**src/rtl/reg_file_param.sv**
```systemverilog
// Parametrised register file with one write port and two registered read ports.
// It has an optional hardwired-zero entry 0, optional write-to-read forwarding and a sequential bulk-clear engine.
module reg_file_param #(
  parameter int DATA_WIDTH = 32,
  parameter int ADDR_WIDTH = 5,
  parameter int ZERO_REG   = 1,
  parameter int BYPASS     = 1
) (
  input  logic                  CLK,
  input  logic                  RST,
  input  logic                  READ,
  input  logic                  WRITE,
  input  logic [ADDR_WIDTH-1:0] ADDR_R1,
  input  logic [ADDR_WIDTH-1:0] ADDR_R2,
  input  logic [ADDR_WIDTH-1:0] ADDR_W,
  input  logic [DATA_WIDTH-1:0] DATA_W,
  input  logic                  CLR,
  output logic [DATA_WIDTH-1:0] DATA_R1,
  output logic [DATA_WIDTH-1:0] DATA_R2,
  output logic                  RD_VALID,
  output logic                  BUSY
);

  localparam int DEPTH = 1 << ADDR_WIDTH;

  typedef enum logic {IDLE, CLEAR} state_t;

  state_t                  r_state;
  state_t                  w_next_state;
  logic [ADDR_WIDTH-1:0]   r_cnt;
  logic [DATA_WIDTH-1:0]   r_mem [DEPTH];
  logic [DATA_WIDTH-1:0]   r_data_r1;
  logic [DATA_WIDTH-1:0]   r_data_r2;
  logic                    r_rd_valid;
  logic                    w_busy;
  logic                    w_wr_en;
  logic                    w_rd_en;
  logic [DATA_WIDTH-1:0]   w_rd1;
  logic [DATA_WIDTH-1:0]   w_rd2;

  assign w_busy  = (r_state == CLEAR);
  assign w_wr_en = WRITE && !w_busy && !((ZERO_REG != 0) && (ADDR_W == '0));
  assign w_rd_en = READ && !w_busy;

  // Zero entry wins, then same-edge forwarding, then stored contents.
  always_comb begin
    w_rd1 = r_mem[ADDR_R1];
    w_rd2 = r_mem[ADDR_R2];
    if ((BYPASS != 0) && w_wr_en && (ADDR_R1 == ADDR_W)) w_rd1 = DATA_W;
    if ((BYPASS != 0) && w_wr_en && (ADDR_R2 == ADDR_W)) w_rd2 = DATA_W;
    if ((ZERO_REG != 0) && (ADDR_R1 == '0)) w_rd1 = '0;
    if ((ZERO_REG != 0) && (ADDR_R2 == '0)) w_rd2 = '0;
  end

  always_ff @(posedge CLK or negedge RST) begin
    if (!RST) begin
      for (int i = 0; i < DEPTH; i++) r_mem[i] <= '0;
    end else if (w_busy) begin
      r_mem[r_cnt] <= '0;
    end else if (w_wr_en) begin
      r_mem[ADDR_W] <= DATA_W;
    end
  end

  always_ff @(posedge CLK or negedge RST) begin
    if (!RST) begin
      r_data_r1  <= '0;
      r_data_r2  <= '0;
      r_rd_valid <= 1'b0;
    end else begin
      r_rd_valid <= w_rd_en;
      if (w_rd_en) begin
        r_data_r1 <= w_rd1;
        r_data_r2 <= w_rd2;
      end
    end
  end

  always_comb begin
    w_next_state = r_state;
    case (r_state)
      IDLE:    if (CLR) w_next_state = CLEAR;
      CLEAR:   if (r_cnt == '1) w_next_state = IDLE;
      default: w_next_state = IDLE;
    endcase
  end

  // The counter wraps to zero on the last clear cycle, so no extra state is needed.
  always_ff @(posedge CLK or negedge RST) begin
    if (!RST) begin
      r_state <= IDLE;
      r_cnt   <= '0;
    end else begin
      r_state <= w_next_state;
      if (w_busy) r_cnt <= r_cnt + 1'b1;
      else if (CLR) r_cnt <= '0;
    end
  end

  assign DATA_R1  = r_data_r1;
  assign DATA_R2  = r_data_r2;
  assign RD_VALID = r_rd_valid;
  assign BUSY     = w_busy;

endmodule

```
**config.mk**
```make
export PLATFORM = sky130hd
export DESIGN_NAME = reg_file_param
export DESIGN_NICKNAME = d
export VERILOG_FILES = /design/src/rtl/reg_file_param.sv
export SDC_FILE = /design/constraint.sdc
export NUM_CORES = 2
export LEC_CHECK = 0
export CORE_MARGIN = 8
export CORE_UTILIZATION = 50
export DETAILED_ROUTE_END_ITERATION = 8
export DONT_BUFFER_PORTS = 1
export PLACE_DENSITY_LB_ADDON = 0.3
export SYNTH_ARGS = -nofsm -noshare
export SYNTH_HDL_FRONTEND = slang
export SYNTH_SLANG_ARGS = --single-unit
```
**constraint.sdc**
```tcl
create_clock -name CLK -period 5.5 [get_ports CLK]
set_clock_uncertainty 0.1 [all_clocks]
set_input_delay 0.825 -clock CLK [delete_from_list [all_inputs] [get_ports CLK]]
set_output_delay 0.825 -clock CLK [all_outputs]
set_load 0.02 [all_outputs]
```
==> impl_results.md <==
* Final Max Tran Viols at 0
* Number of setup violations in the final report at 0
* Switch share at 29.53%
* Mapped Nets at ~4,200
* CP max FO at 196
* LEAKAGE at 0.02695 uW
* Hold Path Class: in -> async
* Period minus WS final at ~3.7 ns
* Total vias in the final route at 41,820
* PortBufs at 0
* Cell area after synthesis at 55,460 um2
* Failing checks: hold timing
* Logic gate share of total power at 15.8%
* Max clock buf depth at 3
* Area Overhead vs Synth at 9.621%
* Post-CTS sizing at 0
* Clock transition at the registers of the reported paths at 0.06 ns
* Clk Latency, worst-skew pair at 0.71 ns
* Post-synth cell types at 42
* Post-Synthesis Cells at 4,176
* Drt wl/cell at around 36 um
* YS warnings at 0
* Syn_area_per_cell at between 10 and 15 um2
* Outcome: finished, violations left
* Critical R2R Launch: BUSY$_DFF_PN0_
* Die Wd at roughly 350 um
* Core area at 110,400 um2
* DRT iter0 DRCs at 6,131
* FF-to-FF End: DATA_R2[14]$_DFFE_PN0P_
* VDD IR-drop max at 0.2646 mV
* First-pass GRT wire length at 288,400 um
* Routability-driven placement congestion ratio at between 0.8 and 0.9
* Post-Route Setup TNS at 0 ns
* CTS root buffer: clkbuf_16
* Cell depth of the worst setup path at 6
* CP delay by family, top: compound AO/OA/AOI/OAI gates
* Postcts setup bufs at 0
* IO Count at approximately 120
* Buf/Inv on CP at 1
* Total Wirelength at 197,900 um
* Post-synth EDFFs at 0
* Top-count cell post-synth: dfrtp_1
* Die Span Y at ~350 um
* Sequential area share after synthesis at between 40 and 50%
* Cell taking the most area after synthesis: dfrtp_1
* Final period util at between 60% and 70%
* ANT nets after route at 0
* CP cell instances: and2_2 -> buf_4 -> a221oi_1 -> o21ai_0 -> a21oi_1 -> a2111o_1
* Crit path capture type: flop
* Pre-antenna DRT Iters at 6
* WS Path Type: in -> reg
* Max stage delay on crit path at ~0.95 ns
* Inserted Clock Buffers at 113
* Critical path's slowest cell: and2_2
* Hold WS at -0.03486 ns
* Max Cap Viol at 0
* CTS sink cnt at approximately 1,100
* CP Capture Point: DATA_R2[3]$_DFFE_PN0P_
* Clock power frac at about two fifths
* Total track usage at 31.60%
* Worst r2r path cells at 6
* # DRC at 0
* Via-to-Cell Ratio at 7.709
* Top_reg_cell synth: dfrtp_1
* R2r setup slk at 2.08 ns
* Most frequent cells after synthesis: 1,095 x dfrtp_1, 992 x a22o_1, 427 x clkbuf_1
* Net count, final at 3,893
* Element type at the critical path start: primary input
* Die area at 121,800 um2
* Largest net degree at the start of global routing at 1,096
* Synthesized flop and latch total at between 1,000 and 1,500
* Dpl hpwl at about 110,000 um
* CP arrival at 4.18 ns
* Filler cell count at 8,782
* Internal Pwr Total at 15,610 uW
* Pwr dens at 364.4 nW/um2
* Site row count at 122
* Slew headroom at 10.02%
* Initial antenna violation count at 5
* Worst path required time at 5.99 ns
* Share of the synthesized area in the top cell type at 49.40%
* Top cells by area, synth: dfrtp_1 49%, a22o_1 16%, mux4_2 16%, mux2i_1 4.6%, clkbuf_1 2.9%
* Total gr overflow at 0
* Net switching power at 6542 uW
* RSZ-0062 raised after global routing: no
* Setup crit start: ADDR_R2[2]
* FFs w/ async S/R, synth at 100.0%
* Slew @ Worst Pin at roughly 1.3 ns
* Layout cell share with drive strength beyond 1 at between 10% and 20%
* Initial Utilization at 50.26%
* Final Hold Vio Count at 14
* Number of global-route vias before repair at 41,420
* H-tree lvl count at 3
* Sequential share of power at between 40% and 50%
* F_max at 270.9 MHz
* CTS tree: built
==> layer usage <==
metal | vias to the layer above | GRT usage (%) | part of all wire, %
met5 | - | 0 | 0.020
met4 | 6 | 13.81 | 4.7
met3 | 608 | 11.92 | 13
met2 | 2980 | 45.92 | 44
met1 | 22090 | 42.40 | 38
li1 | 16140 | - | -
==> cells by family after synthesis <==
group / Yosys count / share of synthesized area [%]
fa+ha+maj: 5 / 0.1128
flops: 1095 / 49.40
compound gates: 1575 / 23.49
mux: 641 / 20.23
buf+inv: 592 / 4.264
simple gates: 256 / 2.315
xor+xnor: 12 / 0.1895
==> cell type report <==
| class | count | area (um2) | area share (%) |
|---|---|---|---|
| Clock inverter | 54 | 770.7 | 1.268 |
| Tap cell | 1488 | 1862 | 3.062 |
| Clock buffer | 160 | 3349 | 5.509 |
| Multi-Input combinational cell | 2489 | 26390 | 43.41 |
| Inverter | 38 | 142.6 | 0.2346 |
| Timing Repair Buffer | 99 | 875.8 | 1.441 |
| Sequential cell | 1095 | 27400 | 45.07 |
| Antenna cell | 2 | 5.005 | 0.008231 |
==> state kept, by name, summed over array words and instances (netlist names) <==
signal,cells
r_mem,1024
DATA_R1,32
DATA_R2,32
r_cnt,5
BUSY,1
RD_VALID,1
==> through the flow <==
| stage | area (um2) | total power [uW] | setup slack, ns | cells | util, % |
|---|---|---|---|---|---|
| after floorplan | 55460 | 12320 | 2.496 | 4176 | - |
| after global placement | 56510 | 13330 | 1.757 | 5203 | 51.20 |
| after detailed placement | 56510 | 13420 | 1.644 | 5203 | 51.20 |
| after CTS | 60630 | 21890 | 2.185 | 5417 | 54.94 |
| after global routing | 60800 | 22750 | 2.054 | 5423 | 55.09 |
| final | 60800 | 22160 | 1.808 | 5425 | 55.09 |
==> worst reg2reg max path, delay by kind of cell, from the launching register on <==
kind	cells	cell delay [ns]
buffers and inverters	2	0.91
AO/OA/AOI/OAI	3	0.91
AND/OR/NAND/NOR	1	0.86
flip-flops	1	0.51
==> power groups by stage <==
| stage | clock network [uW] | logic [uW] | registers, uW |
|---|---|---|---|
| 6_report | 8560 | 3500 | 10100 |
| 5_1_grt | 8900 | 3660 | 10200 |
| 4_1_cts | 8580 | 3250 | 10100 |
| 3_5_place_dp | 0 | 3240 | 10200 |
| 3_3_place_gp | 0 | 3170 | 10200 |
| 2_1_floorplan | 0 | 2530 | 9790 |
==> how the worst min path moves through the flow <==
stage / startpoint / endpoint / slack [ns] / depth (start not counted)
floorplan: r_mem[1000]$_DFFE_PN0P_ / r_mem[1000]$_DFFE_PN0P_ / 0.37 / 1
global placement: r_mem[999]$_DFFE_PN0P_ / r_mem[999]$_DFFE_PN0P_ / 0.38 / 1
detailed placement: r_mem[1010]$_DFFE_PN0P_ / r_mem[1010]$_DFFE_PN0P_ / 0.39 / 1
CTS: RST / r_mem[860]$_DFFE_PN0P_ / -0.19 / 0
global route: RST / r_mem[408]$_DFFE_PN0P_ / 0.07 / 1
finish: RST / r_mem[94]$_DFFE_PN0P_ / -0.03 / 1
==> placed cells by master, fill, tap and decap left out, types with 4 or more instances in the layout <==
master and instances:
nor2b_4 4, inv_1 36, bufinv_16 19, buf_16 6, nor2_4 35, clkinv_2 26, a21oi_4 31, a21oi_1 64
a2111o_1 32, xnor2_1 9, mux4_2 384, ha_1 5, o21ai_0 67, and2_2 4, nand3b_1 5, a22oi_1 192
o31ai_1 33, nand3_1 5, clkbuf_16 117, a221oi_1 128, clkbuf_1 17, clkbuf_8 26, a22o_1 992, mux2i_1 257
nand2b_1 4, buf_4 92, a221o_1 32, dfrtp_1 1095, nand2_1 104, clkinvlp_4 7, and2_1 68
Note: power is estimated with default switching activity, not from simulation.
